File: src/rtl/fp_operand_stage.sv
// ---------------------------------------------------------------------------
// fp_operand_stage
//   Operand-preparation stage in front of a single-precision FP adder.
//   Operand sets {op, a, b} are buffered in a DEPTH-entry FIFO. When the
//   output register is free (or being drained), the FIFO head is
//   preprocessed and loaded into it:
//     - the effective sign of b is b[31] ^ op, so a subtract becomes an add
//       with b negated
//     - the operands are ordered by magnitude (larger one on out_big);
//       equal magnitudes keep a on out_big
//     - the exponent difference and the effective-subtraction flag are
//       precomputed for the adder's alignment shifter
//
//   Optional feature: define FP_SPECIAL_DETECT_EN to build zero/inf/NaN
//   detection. Without it, out_zero/out_inf/out_nan are tied to 0.
//
// Ports
//   clk, rst_n          clock, asynchronous active-low reset
//   in_valid/in_ready   upstream handshake for {op, a, b}
//   op, a, b            0 = a + b, 1 = a - b; IEEE-754 single operands
//   flush               synchronous discard of FIFO and output register
//   out_valid/out_ready downstream handshake for the preprocessed set
//   out_big, out_small  larger/smaller-magnitude operand, effective signs
//   out_exp_diff        out_big exponent minus out_small exponent
//   out_eff_sub         effective mantissa subtraction
//   out_swapped         b was placed on out_big
//   out_zero/inf/nan    special-operand flags
//   occupancy           FIFO entry count (output register not included)
//
// Handshake rule (both sides): a transfer happens on a rising edge where
// valid && ready. A producer holding valid keeps its data stable until the
// transfer; ready never depends combinationally on valid.
// ---------------------------------------------------------------------------
module fp_operand_stage #(
    parameter int DEPTH = 4
) (
    input  logic                     clk,
    input  logic                     rst_n,
    input  logic                     in_valid,
    output logic                     in_ready,
    input  logic                     op,
    input  logic [31:0]              a,
    input  logic [31:0]              b,
    input  logic                     flush,
    output logic                     out_valid,
    input  logic                     out_ready,
    output logic [31:0]              out_big,
    output logic [31:0]              out_small,
    output logic [7:0]               out_exp_diff,
    output logic                     out_eff_sub,
    output logic                     out_swapped,
    output logic                     out_zero,
    output logic                     out_inf,
    output logic                     out_nan,
    output logic [$clog2(DEPTH):0]   occupancy
);

    localparam int AW = $clog2(DEPTH);
    localparam logic [AW:0] FULL_CNT = DEPTH[AW:0];

    logic [64:0]   mem [DEPTH];
    logic [AW-1:0] wptr;
    logic [AW-1:0] rptr;
    logic [AW:0]   count;
    logic          push;
    logic          pop;

    // in_ready comes from registered count only.
    assign in_ready  = (count != FULL_CNT);
    assign occupancy = count;
    assign push      = in_valid && in_ready;
    // The output register takes the head whenever it is empty or draining.
    assign pop       = (count != '0) && (!out_valid || out_ready);

    // Storage needs no reset: entries are only read once counted valid.
    always_ff @(posedge clk) begin
        if (push) begin
            mem[wptr] <= {op, a, b};
        end
    end

    always_ff @(posedge clk or negedge rst_n) begin
        if (!rst_n) begin
            wptr  <= '0;
            rptr  <= '0;
            count <= '0;
        end else if (flush) begin
            wptr  <= '0;
            rptr  <= '0;
            count <= '0;
        end else begin
            if (push) wptr <= wptr + 1'b1;
            if (pop)  rptr <= rptr + 1'b1;
            case ({push, pop})
                2'b10:   count <= count + 1'b1;
                2'b01:   count <= count - 1'b1;
                default: count <= count;
            endcase
        end
    end

    // Preprocessing of the FIFO head.
    logic        h_op;
    logic [31:0] h_a;
    logic [31:0] h_b;
    logic        b_sign_eff;
    logic [31:0] b_eff;
    logic        swap;
    logic [31:0] n_big;
    logic [31:0] n_small;

    always_comb begin
        {h_op, h_a, h_b} = mem[rptr];
        b_sign_eff       = h_b[31] ^ h_op;
        b_eff            = {b_sign_eff, h_b[30:0]};
        swap             = (h_a[30:0] < h_b[30:0]);
        n_big            = swap ? b_eff : h_a;
        n_small          = swap ? h_a   : b_eff;
    end

    always_ff @(posedge clk or negedge rst_n) begin
        if (!rst_n) begin
            out_valid    <= 1'b0;
            out_big      <= '0;
            out_small    <= '0;
            out_exp_diff <= '0;
            out_eff_sub  <= 1'b0;
            out_swapped  <= 1'b0;
        end else if (flush) begin
            out_valid <= 1'b0;
        end else if (pop) begin
            out_valid    <= 1'b1;
            out_big      <= n_big;
            out_small    <= n_small;
            // Ordering by magnitude makes this subtraction non-negative.
            out_exp_diff <= n_big[30:23] - n_small[30:23];
            out_eff_sub  <= h_a[31] ^ b_sign_eff;
            out_swapped  <= swap;
        end else if (out_ready) begin
            out_valid <= 1'b0;
        end
    end

`ifdef FP_SPECIAL_DETECT_EN
    logic a_exp_max, b_exp_max, a_frac_nz, b_frac_nz;
    logic det_nan, det_inf, det_zero;

    always_comb begin
        a_exp_max = &h_a[30:23];
        b_exp_max = &h_b[30:23];
        a_frac_nz = |h_a[22:0];
        b_frac_nz = |h_b[22:0];
        det_nan   = (a_exp_max && a_frac_nz) || (b_exp_max && b_frac_nz);
        det_inf   = ((a_exp_max && !a_frac_nz) || (b_exp_max && !b_frac_nz))
                    && !det_nan;
        det_zero  = (h_a[30:0] == '0) && (h_b[30:0] == '0);
    end

    always_ff @(posedge clk or negedge rst_n) begin
        if (!rst_n) begin
            out_zero <= 1'b0;
            out_inf  <= 1'b0;
            out_nan  <= 1'b0;
        end else if (!flush && pop) begin
            out_zero <= det_zero;
            out_inf  <= det_inf;
            out_nan  <= det_nan;
        end
    end
`else
    assign out_zero = 1'b0;
    assign out_inf  = 1'b0;
    assign out_nan  = 1'b0;
`endif

endmodule

File: config.mk
export PLATFORM = sky130hd
export DESIGN_NAME = fp_operand_stage
export DESIGN_NICKNAME = d
export VERILOG_FILES = /design/src/rtl/fp_operand_stage.sv
export SDC_FILE = /design/constraint.sdc
export NUM_CORES = 1
export LEC_CHECK = 0
export ABC_AREA = 1
export BUFFER_PORTS_ARGS = -buffer_cell sky130_fd_sc_hd__buf_2
export CAP_MARGIN = 30
export CORE_MARGIN = 1.5
export CORE_UTILIZATION = 55
export CTS_BUF_LIST = sky130_fd_sc_hd__clkbuf_4 sky130_fd_sc_hd__clkbuf_8
export DETAILED_ROUTE_END_ITERATION = 6
export PLACE_DENSITY = 0.78
export SLEW_MARGIN = 20
export SYNTH_ARGS = -nofsm -noshare
export SYNTH_HDL_FRONTEND = slang
export SYNTH_SLANG_ARGS = --single-unit
export TNS_END_PERCENT = 10
File: constraint.sdc
create_clock -name clk -period 4.1 [get_ports clk]
set_input_delay 0.205 -clock clk [delete_from_list [all_inputs] [get_ports clk]]
set_output_delay 0.205 -clock clk [all_outputs]
set_load 0.01 [all_outputs]
==> metrics.cfg <==
[run_status]
outcome=complete, no violations

[setup_path]
critPathBufInv=1
path_class=reg2reg
crit_path_start_kind=flop
cpPeakStageDelay_ns=0.45
critPathCaptureType=flop
crit_slowest_cell=dfrtp_4
cp_common_cell=nand2_1
path_delay_family=simple AND/OR/NAND/NOR gates
arrival_ns=4.13
worstPathRequired_ns=4.57
path_cells=buf_4 -> nand2_1 -> a32o_1 -> ha_1 -> nand2_1 -> nor3_2 -> nand4_1 -> nor4_2 -> nand2_2 -> nand2_4 -> nand2_1 -> nand2_1 -> nand2_2 -> nand2_1 -> nand3_2 -> nand2_1 -> nand3_1 -> nand3_1 -> nand2_1
path_max_fanout=46

[synthesis]
ys.flop_type=edfxtp_1
ys_async_sr_fraction=0.240
synth_top_family_by_area=simple AND/OR/NAND/NOR gates
ys_seq_area_frac=0.682
syn_area_per_cell_um2=11.5
yosys.area_share.simple=0.132
yosys_warnings=0
netlist_area_um2=14400
yosysMostFrequentCell=nand2_1
synth_compound_area_frac=0.116
ys_types=38
yosys.area_share.xor_xnor=0.00364
synth_top_area_frac=0.540
synthAdderAreaFrac=0.0308
synth_edf_count=260
yosysTopAreaCell=edfxtp_1
synthMuxAreaShare=0
synth_seq_cells=342
synth_common_cells=nand2_1 (365), edfxtp_1 (260), o21ai_0 (97)
synth_area_leaders=edfxtp_1 (54%), dfrtp_1 (14%), nand2_1 (9.5%), o21ai_0 (3.4%), ha_1 (2.9%)
syn_inst=1257

[placement]
io_buffers=148
gp_congestion=0.841
hpwl_mm=22.5

[floorplanning]
start_util=0.558
die_x_um=165
core_um2=25900
die_y_um=165
io_pins=152
die-area_um2=27200
row_count=59

[sta]
rsz0062_at_grt=no
period_minus_slack_ns=3.66
setup_violations=0
fin_skew_ns=0.0342
slew_headroom=0.374
tightestPinTransition_ns=0.937
fmax_mhz=273
slew_viol_final=0
hold_violations=0
holdWs_ns=0.214
finalSetupTns_ns=0
finalCritPeriodShare=0.893

[clock_tree]
cts_buffers=54
clockBufferDepth=3
cts-root-buf=clkbuf_8
postCtsSetupRepairBufs=0
path_clk_slew_ns=0.07
ctsHoldBuffers=68
clk_latency_ns=0.60
cts_num_sinks=342
cts_resized=0
htreeDepth=2
cts_tree=built

[route]
drc=0
antenna_left=0
avgRoutedWirePerCell_um=18.9
drtIter0Drc=1041
vias=10600
drt_wl_total_mm=35.4
viasPerCell=5.66
drt-pass1-iter-count=5

[power_and_ir_drop]
cellPowerDensity_nw_per_um2=828
fin_total_pwr_mw=14.5
ir_drop_uv=520
power.leakage_nw=7.31

[grt]
antenna_found_initial=1
grt.total_usage=0.264
grt_overflow=0
grt_max_degree=71
grt_pass1_wl_mm=54.5
grt_pass1_vias=10100

[finish]
layout.nets=1591
syn_to_final_growth_pct=21.2
drive_gt1_frac=0.191

[worst_hold_path]
hold_path_class=in2async

[run]
max_cap_viol_count=0

## report_power, final
group / leakage (nW) / internal [mW] / switching [mW]
combinational: 3.29 / 2.28 / 4.49
clock: 0.624 / 1.70 / 1.32
sequential: 3.39 / 4.41 / 0.301
## registers in the layout (all words and copies together), names as in the netlist, 2 cells and up
| signal | cells |
|---|---|
| occupancy | 3 |
| out_big | 32 |
| wptr | 2 |
| out_exp_diff | 8 |
| mem | 260 |
| out_small | 32 |
| rptr | 2 |
## logic make-up (layout without fill, tap and decap cells)
logic type | count (synthesis) | count (layout)
other cells | 1 | 6
xor+xnor | 6 | 6
simple gates | 477 | 477
compound gates | 277 | 277
flops | 342 | 342
buf+inv | 119 | 392
fa+ha+maj | 35 | 35
## layer usage
metal  up-vias  routed length (µm)  global-route usage
met5         -                   0                   0
met4         0                 900              0.0897
met3        78                2790              0.0512
met2       451               16700               0.420
met1      5127               15000               0.366
li1       4935                   -                   -
## through the flow
stage | area, µm² | util | cells | setup slack [ns]
6_report | 17500 | 0.676 | 1870 | 0.440
5_1_grt | 17500 | 0.676 | 1868 | 0.0208
4_1_cts | 17500 | 0.674 | 1865 | 0.476
3_5_place_dp | 15600 | 0.602 | 1695 | 0.506
3_3_place_gp | 15600 | 0.601 | 1694 | 0.592
2_1_floorplan | 14500 | - | 1259 | 0.0630
## area by class of cell
type                       instances  area, µm²
fill                            1834       8400
tap                              335        419
clock buffer                      81       1000
timing repair buffer             245       1760
sequential                       342       9860
antenna                            3       7.51
clock inverter                    21        164
inverter                          45        171
multi-input combinational        798       4130
## final timing paths
kind / start / to / slack, ns / depth (start not counted)
min in group clk: in_valid / wptr[1] / 0.31 / 4
max in group asynchronous: rst_n / rptr[0] / 2.92 / 3
min: rst_n / out_exp_diff[4] / 0.21 / 2
max reg2reg: rptr[0] / out_exp_diff[7] / 0.44 / 19
max: rptr[0] / out_exp_diff[7] / 0.44 / 19
min reg2reg: out_exp_diff[5] / out_exp_diff[5] / 0.48 / 2
## layout by cell type (no fill, tap or decap), types with 3 or more instances in the layout
cell / synthesis / layout
o21ai_0: 97 / 97
diode_2: 0 / 3
clkinv_2: 0 / 10
o21ai_1: 5 / 5
xnor2_1: 4 / 4
inv_2: 3 / 3
buf_4: 4 / 22
dlygate4sd3_1: 0 / 68
dfrtp_1: 82 / 81
nand3b_1: 6 / 6
buf_2: 15 / 147
inv_1: 42 / 40
clkbuf_4: 0 / 18
nor2_4: 0 / 4
a32oi_1: 10 / 10
a32o_1: 28 / 28
o22ai_1: 26 / 26
nand4_1: 3 / 3
nand2_1: 365 / 365
nand3_1: 26 / 26
conb_1: 1 / 3
buf_12: 0 / 6
nor2_1: 65 / 60
a21oi_1: 80 / 80
clkbuf_8: 0 / 63
nor3_1: 3 / 3
edfxtp_1: 260 / 260
clkinv_1: 0 / 8
nand2_2: 3 / 3
o211ai_1: 24 / 24
ha_1: 34 / 34
No activity file was read; power rests on OpenSTA's default activity.
